## config.mk

```make
export PLATFORM = sky130hd
export DESIGN_NAME = l0_ram_port_arbiter
export DESIGN_NICKNAME = d
export VERILOG_FILES = /design/src/rtl/l0_ram_port_arbiter.sv
export SDC_FILE = /design/constraint.sdc
export NUM_CORES = 1
export LEC_CHECK = 0
export CELL_PAD_IN_SITES_DETAIL_PLACEMENT = 1
export CELL_PAD_IN_SITES_GLOBAL_PLACEMENT = 1
export CORE_AREA = 2 2 303 305
export DETAILED_ROUTE_END_ITERATION = 10
export DIE_AREA = 0 0 305 307
export PLACE_DENSITY_LB_ADDON = 0.3
export SYNTH_ARGS = -nofsm -noshare
export SYNTH_HDL_FRONTEND = slang
export SYNTH_SLANG_ARGS = --single-unit
export TNS_END_PERCENT = 100
```

## constraint.sdc

```tcl
create_clock -name clk -period 3.6 [get_ports clk]
set_input_delay 0.9 -clock clk [delete_from_list [all_inputs] [get_ports clk]]
set_output_delay 0.9 -clock clk [all_outputs]
set_load 0.05 [all_outputs]
```

## src/rtl/l0_ram_port_arbiter.sv

```systemverilog
// Single SP RAM port arbiter between instr_cache_L0 (IC) and a data/DMA requester (DP),
// with in-order owner tracking for responses. Optional DP anti-starvation: define ARB_AGING_EN.
module l0_ram_port_arbiter #(
    parameter int unsigned RAM_WIDTH       = 128,
    parameter int unsigned MAX_OUTSTANDING = 2,
    parameter int unsigned AGE_LIMIT       = 8
) (
    input  logic                   clk,
    input  logic                   rst,
    input  logic                   ic_en_i,
    input  logic [31:0]            ic_addr_i,
    output logic                   ic_gnt_o,
    output logic                   ic_rvalid_o,
    output logic [RAM_WIDTH-1:0]   ic_rdata_o,
    input  logic                   dp_en_i,
    input  logic [31:0]            dp_addr_i,
    input  logic                   dp_we_i,
    input  logic [RAM_WIDTH/8-1:0] dp_be_i,
    input  logic [RAM_WIDTH-1:0]   dp_wdata_i,
    output logic                   dp_gnt_o,
    output logic                   dp_rvalid_o,
    output logic [RAM_WIDTH-1:0]   dp_rdata_o,
    output logic                   ram_en_o,
    output logic [31:0]            ram_addr_o,
    output logic                   ram_we_o,
    output logic [RAM_WIDTH/8-1:0] ram_be_o,
    output logic [RAM_WIDTH-1:0]   ram_wdata_o,
    input  logic                   ram_gnt_i,
    input  logic                   ram_rvalid_i,
    input  logic [RAM_WIDTH-1:0]   ram_rdata_i,
    output logic                   err_o
);

    localparam int unsigned CNT_W = $clog2(MAX_OUTSTANDING + 1);
    localparam int unsigned PTR_W = (MAX_OUTSTANDING > 1) ? $clog2(MAX_OUTSTANDING) : 1;

    typedef enum logic [1:0] {
        ARB_IDLE,
        ARB_HOLD_IC,
        ARB_HOLD_DP
    } arb_state_e;

    arb_state_e                 state_q, state_d;
    logic                       err_q, err_d;
    logic [MAX_OUTSTANDING-1:0] owner_q, owner_d;
    logic [PTR_W-1:0]           wr_ptr_q, wr_ptr_d;
    logic [PTR_W-1:0]           rd_ptr_q, rd_ptr_d;
    logic [CNT_W-1:0]           cnt_q, cnt_d;

    logic sel_dp;
    logic req;
    logic fifo_full;
    logic grant;
    logic pop;
    logic head_dp;
    logic age_force;

    function automatic logic [PTR_W-1:0] ptr_inc(input logic [PTR_W-1:0] p);
        return (p == PTR_W'(MAX_OUTSTANDING - 1)) ? '0 : p + 1'b1;
    endfunction

`ifdef ARB_AGING_EN
    localparam int unsigned AGE_W = $clog2(AGE_LIMIT + 1);

    logic [AGE_W-1:0] age_q, age_d;

    assign age_force = (age_q == AGE_W'(AGE_LIMIT));

    always_comb begin
        age_d = age_q;
        if (dp_gnt_o) begin
            age_d = '0;
        end else if (dp_en_i && !age_force) begin
            age_d = age_q + 1'b1;
        end
    end

    always_ff @(posedge clk) begin
        if (rst) begin
            age_q <= '0;
        end else begin
            age_q <= age_d;
        end
    end
`else
    assign age_force = 1'b0 & (AGE_LIMIT == 0);
`endif

    // A locked selection ignores the other requester until the grant or an abandon.
    always_comb begin
        case (state_q)
            ARB_HOLD_IC: begin
                sel_dp = 1'b0;
                req    = ic_en_i;
            end
            ARB_HOLD_DP: begin
                sel_dp = 1'b1;
                req    = dp_en_i;
            end
            default: begin
                sel_dp = dp_en_i & (~ic_en_i | age_force);
                req    = ic_en_i | dp_en_i;
            end
        endcase
    end

    // A response in the same cycle frees a slot, so a full FIFO can still accept a grant.
    assign fifo_full = (cnt_q == CNT_W'(MAX_OUTSTANDING)) & ~ram_rvalid_i;
    assign ram_en_o  = req & ~fifo_full;
    assign grant     = ram_en_o & ram_gnt_i;
    assign ic_gnt_o  = grant & ~sel_dp;
    assign dp_gnt_o  = grant & sel_dp;

    assign ram_addr_o  = sel_dp ? dp_addr_i : ic_addr_i;
    assign ram_we_o    = sel_dp & dp_we_i;
    assign ram_be_o    = sel_dp ? dp_be_i : '1;
    assign ram_wdata_o = sel_dp ? dp_wdata_i : '0;

    assign pop         = ram_rvalid_i & (cnt_q != '0);
    assign head_dp     = owner_q[rd_ptr_q];
    assign ic_rvalid_o = pop & ~head_dp;
    assign dp_rvalid_o = pop & head_dp;
    assign ic_rdata_o  = ram_rdata_i;
    assign dp_rdata_o  = ram_rdata_i;
    assign err_o       = err_q;

    always_comb begin
        owner_d  = owner_q;
        wr_ptr_d = wr_ptr_q;
        rd_ptr_d = rd_ptr_q;
        cnt_d    = cnt_q;
        if (grant) begin
            owner_d[wr_ptr_q] = sel_dp;
            wr_ptr_d          = ptr_inc(wr_ptr_q);
        end
        if (pop) begin
            rd_ptr_d = ptr_inc(rd_ptr_q);
        end
        case ({grant, pop})
            2'b10:   cnt_d = cnt_q + 1'b1;
            2'b01:   cnt_d = cnt_q - 1'b1;
            default: cnt_d = cnt_q;
        endcase
    end

    always_comb begin
        state_d = state_q;
        err_d   = err_q;
        if (ram_rvalid_i && (cnt_q == '0)) begin
            err_d = 1'b1;
        end
        case (state_q)
            ARB_IDLE: begin
                if (req && !grant) begin
                    state_d = sel_dp ? ARB_HOLD_DP : ARB_HOLD_IC;
                end
            end
            ARB_HOLD_IC, ARB_HOLD_DP: begin
                if (grant) begin
                    state_d = ARB_IDLE;
                end else if (!req) begin
                    state_d = ARB_IDLE;
                    err_d   = 1'b1;
                end
            end
            default: state_d = ARB_IDLE;
        endcase
    end

    always_ff @(posedge clk) begin
        if (rst) begin
            state_q <= ARB_IDLE;
            err_q   <= 1'b0;
        end else begin
            state_q <= state_d;
            err_q   <= err_d;
        end
    end

    always_ff @(posedge clk) begin
        if (rst) begin
            owner_q  <= '0;
            wr_ptr_q <= '0;
            rd_ptr_q <= '0;
            cnt_q    <= '0;
        end else begin
            owner_q  <= owner_d;
            wr_ptr_q <= wr_ptr_d;
            rd_ptr_q <= rd_ptr_d;
            cnt_q    <= cnt_d;
        end
    end

endmodule

```

* Word-level counts from Yosys, hierarchy flattened
Cells that the tools add are included.
W data, S select, Z words.
** Cells by class
- $lt $le $gt $ge :: 3
- Mux-type cells :: 22
- Reductions and logical operators :: 10
- Add/sub/neg operators :: 4
- Equal/unequal tests :: 7
- Bitwise logic cells :: 16
** Operators with widths (count)
- $mux W128 :: 1
- $mux W32 :: 1
- $mux W16 :: 1
- $and A1 B1 Y1 :: 10
- $mux W1 :: 9
- $mux W2 :: 4
- $pmux W2 S2 :: 2
- $eq A2 B2 Y1 const B :: 3
- $not A1 Y1 :: 5
- $eq A2 B1 Y1 const B :: 2
- $logic_not A2 Y1 :: 2
- $lt A1 B2 Y1 const B :: 2
- $pmux W1 S2 :: 2
- $reduce_bool A2 Y1 :: 2
- $logic_and A1 B1 Y1 :: 3
- $ne A3 B3 Y1 const B :: 1
- $add A1 B1 Y1 const B :: 2
- $add A2 B1 Y2 const B :: 1
- $bwmux W2 :: 1
- $ne A2 B2 Y1 const B :: 1
- $reduce_and A2 Y1 :: 1
- $reduce_or A2 Y1 :: 1
- $sub A2 B1 Y2 const B :: 1
- $demux W1 S1 :: 1
- 3 further kinds :: 3
** Word-level totals
- Output and inout bits :: 439
- Flip-flop bits (word level) :: 9

* Longest topological paths before layout
Gate-level depths: netlist (run 1).
- Depth in word-level cells :: 9
- Mapped depth :: 9

* Least setup slack after synthesis (run 1)
OpenSTA, ideal clock, no wires.
- Path type :: input -> output
- Start point :: input ic_en_i
- End point :: output ram_wdata_o[100]
- Buffers on the path :: 2
- Arrival time :: 2.274 ns
- Required time :: 2.700 ns
- Slack :: 0.426 ns
- Stages on the path :: 6
- Path through :: nand2b_1 nor2_1 a21oi_2 buf_2 buf_2 nor2b_1
** On the way
- Word-level cells in the longest chain between the ends :: 4
** Ends and longest elaborated chain
- start, declared :: RTL line 10 : input logic ic_en_i,
- $not A1 Y1 :: RTL line 101 : sel_dp = dp_en_i & (~ic_en_i | age_force);
- $and A1 B1 Y1 :: RTL line 101
- $pmux W1 S2 :: RTL line 91 : case (state_q)
- $mux W128 :: RTL line 117 : assign ram_wdata_o = sel_dp ? dp_wdata_i : '0;
- end, declared :: RTL line 27 : output logic [RAM_WIDTH-1:0] ram_wdata_o,
No other way between the ends.

* Worst setup path in the final report (run 1)
- Start point :: input ic_en_i
- End point :: output ram_addr_o[24]
** On the way
- Word-level cells in the longest chain between the ends :: 4
** Ends and longest elaborated chain
- $not A1 Y1 :: RTL line 101
- $and A1 B1 Y1 :: RTL line 101
- $pmux W1 S2 :: RTL line 91
- $mux W32 :: RTL line 114 : assign ram_addr_o = sel_dp ? dp_addr_i : ic_addr_i;
- end, declared :: RTL line 24 : output logic [31:0] ram_addr_o,
No other way between the ends.

==> results_dict.tcl, run 1 <==
set metrics [dict create \
    die_area_um2 93600 \
    h-tree-depth 1 \
    synthDistinctLibCells 34 \
    ir_drop_mv 0.128 \
    swShare_pct 52.9 \
    setup_tns_ns 0 \
    timing.hold.ws_ns 0.479 \
    clkLatencyLatePin_ns 0.24 \
    setup_viol 0 \
    num_vias 3660 \
    drtAntennaViolNets 0 \
    drc 0 \
    seq_area_frac_synth_pct 4.71 \
    period_needed_ns 3.57 \
    cts.clk_slew.worst_paths_ns 0.04 \
    hold_viol_final 0 \
    numCtsBuffers 3 \
    worst_pin_slew_ns 0.603 \
    cts_root_buf "clkbuf_16" \
    pin_count 782 \
    core_um2 90700 \
    synth_xor_area_share_pct 0.915 \
    async_flop_share_pct 0 \
    cts.sinks 9 \
    drive_gt1_share_pct 40.5 \
    relSlewSlack_pct 59.4 \
    cts_hold_buf 0 \
    muxShareOfSynthArea_pct 9.97 \
    pwr-share-clk_pct 9.4 \
    drv_slew 0 \
    power_frac_seq_pct 7.2 \
    status "completed" \
    hp-class "reg2reg" \
    finalCritPeriodShare_pct 99.3 \
    p_int_mw 1.01 \
    synth_compound_area_share_pct 3.47 \
    syn_to_final_growth_pct 97.1 \
    dr.pass1.iters 6 \
    grt_use_total_pct 3.88 \
    worst_slack_ns 0.0259 \
    clk_path_buf_depth 2 \
    synthCells 514 \
    post-synth-top-count-cell "buf_4" \
    fin_skew_ns 0.00142 \
    portBuffers 397 \
    synth_simple_gate_area_share_pct 26.2 \
    cp-start-kind "input port" \
    utilization_pct 8.32 \
    end_kind "output pin" \
    cts_tree "yes" \
    synth_nets 861 \
    grt_pass1_vias 3978 \
    synth_area_um2 3830 \
    start_util_pct 4.22 \
    grt_overflow 0 \
    antenna_found_initial 6 \
    arrival_ns 2.67 \
    rsz0062_at_grt "yes" \
    max_freq_mhz 280 \
    grt_start_max_net_pins 53 \
    nNetsFinal 1012 \
    worstSetupPathType "in2out" \
    power_leakage_nw 2.74 \
    synth_common_cells "buf_4 (259), nor2b_1 (131), mux2_2 (33)" \
    power.total_mw 2.15 \
    post-place-ws_ns -0.00680 \
    combinationalPowerShare_pct 83.5 \
    reg2reg_slack_ns 1.03 \
    ys.warnings.count 0 \
    synth_edf_count 0 \
    synth_area_leaders "buf_4 (51%), nor2b_1 (21%), mux2_2 (9.7%)" \
    switching_power_mw 1.14 \
    syn_avg_cell_area_um2 7.45 \
    hpwlAfterDp_um 18200 \
    synth_top_area_share_pct 50.8 \
    cp.required_ns 2.70 \
    routed_via_density 1.98 \
    die_h_um 307 \
    synth_top_family_by_area "buffers and inverters" \
    synth-main-ff-cell "dfxtp_1" \
    ys_ff_latch 9 \
    cap_violations 0 \
    dieWidth_um 305 \
    totalWireLength_um 22700 \
    drtIter0Drc 102 \
    yosys.area_share.adder_pct 1.31 \
    synth.largest_area_cell "buf_4" \
    globalplace.congestion 0.819 \
    grt_pass1_wl_um 27000 \
    wl_per_cell_um 12.3 \
    path_max_fanout 6 \
    pwr_density_cell_nw_per_um2 286 \
    num_rows 111 \
]
kinds of logic after synthesis:
group / count (synthesis)
AOI/OAI and AO/OA: 17
adders and majority gates: 4
DFF: 9
and+or+nand+nor: 164
muxes: 34
buffers and inverters: 282
xor gates and xnor gates: 4
layout make-up:
class | count | area [µm²]
diodes | 2 | 5.00
flip-flops and latches | 9 | 180
repair buffers | 422 | 4140
multi-input cells | 223 | 1640
clock buffers | 4 | 78.8
fillers | 10800 | 83100
well taps | 1186 | 1480
inverters | 6 | 22.5
cell usage in the layout (no fill, tap or decap), types with 2 or more instances in the layout:
| cell | netlist | final |
|---|---|---|
| a21oi_1 | 4 | 4 |
| buf_12 | 0 | 22 |
| buf_4 | 259 | 165 |
| buf_6 | 0 | 13 |
| buf_8 | 0 | 2 |
| clkbuf_16 | 0 | 7 |
| clkdlybuf4s50_1 | 0 | 215 |
| dfxtp_1 | 9 | 9 |
| diode_2 | 0 | 2 |
| ha_1 | 4 | 4 |
| inv_1 | 6 | 6 |
| mux2_2 | 33 | 31 |
| mux2_4 | 0 | 2 |
| nand2_1 | 2 | 2 |
| nor2_1 | 10 | 9 |
| nor2b_1 | 131 | 127 |
| nor2b_2 | 0 | 4 |
| o21ai_0 | 2 | 2 |
| or2_2 | 16 | 16 |
| xnor2_1 | 2 | 2 |
| xor2_1 | 2 | 2 |
state kept, by name, summed over array words and instances, names as in the netlist:
register,flops
rd_ptr_q,1
err_o,1
wr_ptr_q,1
cnt_q,2
state_q,2
owner_q,2
metrics by stage:
stage / instances / instance area (µm²)
3_5_place_dp: 1838 / 7210
6_report: 1852 / 7540
3_3_place_gp: 1838 / 7210
2_1_floorplan: 514 / 3830
4_1_cts: 1842 / 7280
5_1_grt: 1850 / 7540
worst max-delay path: stages:
cell             delay (ns)
clkdlybuf4s50_1        0.48
nand2b_4               0.13
nor2_2                 0.05
a21oi_4                0.23
buf_8                  0.19
clkbuf_16              0.17
mux2_2                 0.34
buf_6                  0.16
what timing repair did:
| action | CTS | global route |
|---|---|---|
| resized for setup | 0 | 30 |
| buffers inserted | 0 | 2 |
| setup endpoints to repair | 39 | 86 |
| cloned | 0 | 6 |
layer usage:
metal  global-route usage [%]  vias up  part of all wire, %  routed length [µm]
li1                         -     1638                    -                   -
met1                     4.20     1599                   40                9080
met2                     6.18      320                   45               10100
met3                     1.80      101                   10                2320
met4                     2.19        2                  4.9                1100
met5                    0.724        -                 0.40                  92
path summary, 6_finish.rpt:
| kind | endpoint | startpoint | depth (start not counted) |
|---|---|---|---|
| setup reg to reg | cnt_q[1]$_SDFFE_PP0P_ | state_q[0]$_SDFFE_PP0P_ | 9 |
| hold / removal | err_o$_SDFF_PP0_ | err_o$_SDFF_PP0_ | 2 |
| hold reg to reg | err_o$_SDFF_PP0_ | err_o$_SDFF_PP0_ | 2 |
| setup / recovery | ram_addr_o[24] | ic_en_i | 8 |
power groups by stage:
stage	sequential [mW]	combinational, mW	clock, mW
after global routing	0.159	1.89	0.213
after detailed placement	0.156	1.70	0
after floorplan	0.160	1.76	0
final	0.154	1.80	0.202
after global placement	0.155	1.70	0
after CTS	0.154	1.71	0.206
Power figures use the tool's default switching activity.
==> run 2: changes to the inputs <==
- CELL_PAD_IN_SITES_GLOBAL_PLACEMENT: 1 -> 2
- CORE_AREA: 2 2 303 305 -> 2 2 308 310
- DIE_AREA: 0 0 305 307 -> 0 0 310 312
- GPL_TIMING_DRIVEN: default -> 0
- clock period: 3.6 -> 3.9 ns (I/O delays scaled with it)
==> run 2 against run 1 <==
Net effect:
- worst setup slack improved by 0.11 ns
- clock skew fell by 0.00052 ns
- combinational power is 41% higher
- sequential power decreased by 7%
- first-iteration DRC count rose by 2.0%
- power grew 33%
- count of clock-buffer cells in the layout did not move
- critical path type unchanged
- critical endpoint is now ram_wdata_o[9]
==> results_dict.tcl, run 2 (synthesis gave the netlist of run 1 again) <==
set metrics [dict create \
    critPathMostFrequentCell "dlygate4sd2_1" \
    cts.sinks 9 \
    start_util_pct 4.11 \
    die_area_um2 96700 \
    power_frac_seq_pct 5.0 \
    cp_slowest_cell "dlygate4sd2_1" \
    clkLatencyLatePin_ns 0.23 \
    core_um2 93000 \
    period_needed_ns 3.77 \
    hp-class "reg2reg" \
    cts_root_buf "clkbuf_16" \
    post-place-ws_ns -1.69 \
    dieWidth_um 310 \
    num_vias 5541 \
    critPathMaxStageDelay_ns 0.55 \
    place_area_um2 11900 \
    drive_gt1_share_pct 43.1 \
    cts.clk_slew.worst_paths_ns 0.04 \
    worst_slack_ns 0.134 \
    ir_drop_mv 0.0889 \
    rsz0062_at_grt "no" \
    grt_use_total_pct 6.69 \
    combinationalPowerShare_pct 88.6 \
    pin_count 782 \
    mostFrequentLayoutCells "clkdlybuf4s50_1 (471), buf_4 (267), nor2b_1 (123), buf_2 (65), clkdlybuf4s15_2 (55)" \
    clk_path_buf_depth 2 \
    postLayoutCellArea_um2 11800 \
    setup_tns_ns 0 \
    nNetsFinal 1522 \
    nFillCells 11200 \
    syn_to_final_growth_pct 207 \
    arrival_ns 2.79 \
    cap_violations 0 \
    hpwlAfterDp_um 32600 \
    min_from "err_o$_SDFF_PP0_" \
    path_cells "dlygate4sd2_1 > nand2b_4 > nor2_1 > a21oi_4 > buf_12 > clkbuf_2 > nor2b_1 > dlygate4sd2_1" \
    swShare_pct 58.1 \
    grt_pass1_wl_um 46400 \
    num_rows 112 \
    numCtsBuffers 3 \
    grt_start_max_net_pins 11 \
    reg2reg_slack_ns 1.25 \
    power_leakage_nw 4.70 \
    rr_worst_depth 8 \
    antenna_found_initial 0 \
    dr.pass1.iters 4 \
    max_freq_mhz 266 \
    reg_top3 "cnt_q: 2 flops, owner_q: 2 flops, state_q: 2 flops" \
    status "completed" \
    setup_viol 0 \
    cp-start-kind "input port" \
    path_max_fanout 10 \
    h-tree-depth 1 \
    hold_viol_final 0 \
    grt_pass1_vias 6113 \
    cp.required_ns 2.92 \
    power.total_mw 2.86 \
    wl_per_cell_um 14.5 \
    r2r_start "state_q[0]$_SDFFE_PP0P_" \
    drtAntennaViolNets 0 \
    layout_commonest_cell "clkdlybuf4s50_1" \
    drtIter0Drc 104 \
    totalWireLength_um 35200 \
    drc 0 \
    cts_tree "yes" \
    fin_skew_ns 0.000897 \
    switching_power_mw 1.66 \
    worst_pin_slew_ns 0.600 \
    pwr-share-clk_pct 6.4 \
    placed_cells 2420 \
    portBuffers 652 \
    routed_via_density 2.28 \
    grt_overflow 0 \
    drv_slew 0 \
    hold_depth 2 \
    die_h_um 312 \
    pwr_density_cell_nw_per_um2 243 \
    p_int_mw 1.20 \
    fin_cells 2431 \
    finalCritPeriodShare_pct 96.6 \
    worstSetupPathType "in2out" \
    globalplace.congestion 0.723 \
    worstReg2RegEnd "cnt_q[1]$_SDFFE_PP0P_" \
    hold_end "err_o$_SDFF_PP0_" \
    relSlewSlack_pct 59.9 \
    end_kind "output pin" \
]
-- run 2: critical path: cells and delay by family --
kind | cells | cell delay, ns
AND/OR/NAND/NOR | 3 | 0.47
AO/OA/AOI/OAI | 1 | 0.10
buffers and inverters | 4 | 1.22
-- run 2: cell type report --
| type | count | area (µm²) | share of cell area [%] |
|---|---|---|---|
| timing repair buffer | 656 | 6200 | 52.7 |
| buffer | 276 | 2060 | 17.5 |
| multi-input combinational | 223 | 1650 | 14.0 |
| tap | 1254 | 1570 | 13.3 |
| sequential | 9 | 180 | 1.53 |
| clock buffer | 4 | 78.8 | 0.670 |
| inverter | 6 | 22.5 | 0.191 |
| antenna | 3 | 7.51 | 0.0638 |
-- run 2: worst max path at each step --
| stage | slack (ns) | startpoint | to |
|---|---|---|---|
| CTS | 0.002 | ic_en_i | ram_wdata_o[0] |
| finish | 0.13 | ic_en_i | ram_wdata_o[9] |
| detailed placement | -1.69 | ic_en_i | ram_wdata_o[99] |
| floorplan | 0.58 | ic_en_i | ram_wdata_o[100] |
| global placement | -1.68 | ic_en_i | ram_wdata_o[99] |
| global route | 0.002 | ic_en_i | ram_be_o[3] |
-- run 2: what timing repair did --
| action | 4_1_cts | 5_1_grt |
|---|---|---|
| cloned | 2 | 0 |
| buffers inserted | 2 | 0 |
| resized for setup | 617 | 74 |
| endpoints found under the setup margin | 179 | 41 |
| hold buffers | 0 | 0 |
-- run 2: metrics by stage --
step | utilization, % | hold WS (ns)
finish | 12.6 | 0.504
global route | 12.6 | 0.531
floorplan | - | 0.475
global placement | 12.8 | 0.473
detailed placement | 12.8 | 0.489
CTS | 12.8 | 0.506
-- run 2: power by group through the flow --
stage                     Combinational [mW]  Clock (mW)  Sequential (mW)
after global placement                  2.62           0            0.143
after floorplan                         1.62           0            0.147
final                                   2.53       0.183            0.143
after global routing                    2.66       0.193            0.147
after CTS                               2.59       0.186            0.142
after detailed placement                2.62           0            0.144
-- run 2: routing by layer --
metal	wire length (µm)	track usage, %	up-vias
li1	-	-	2659
met1	12400	7.23	2535
met2	18600	12.8	341
met3	4100	2.41	6
met4	109	0.395	0
met5	0	0	-
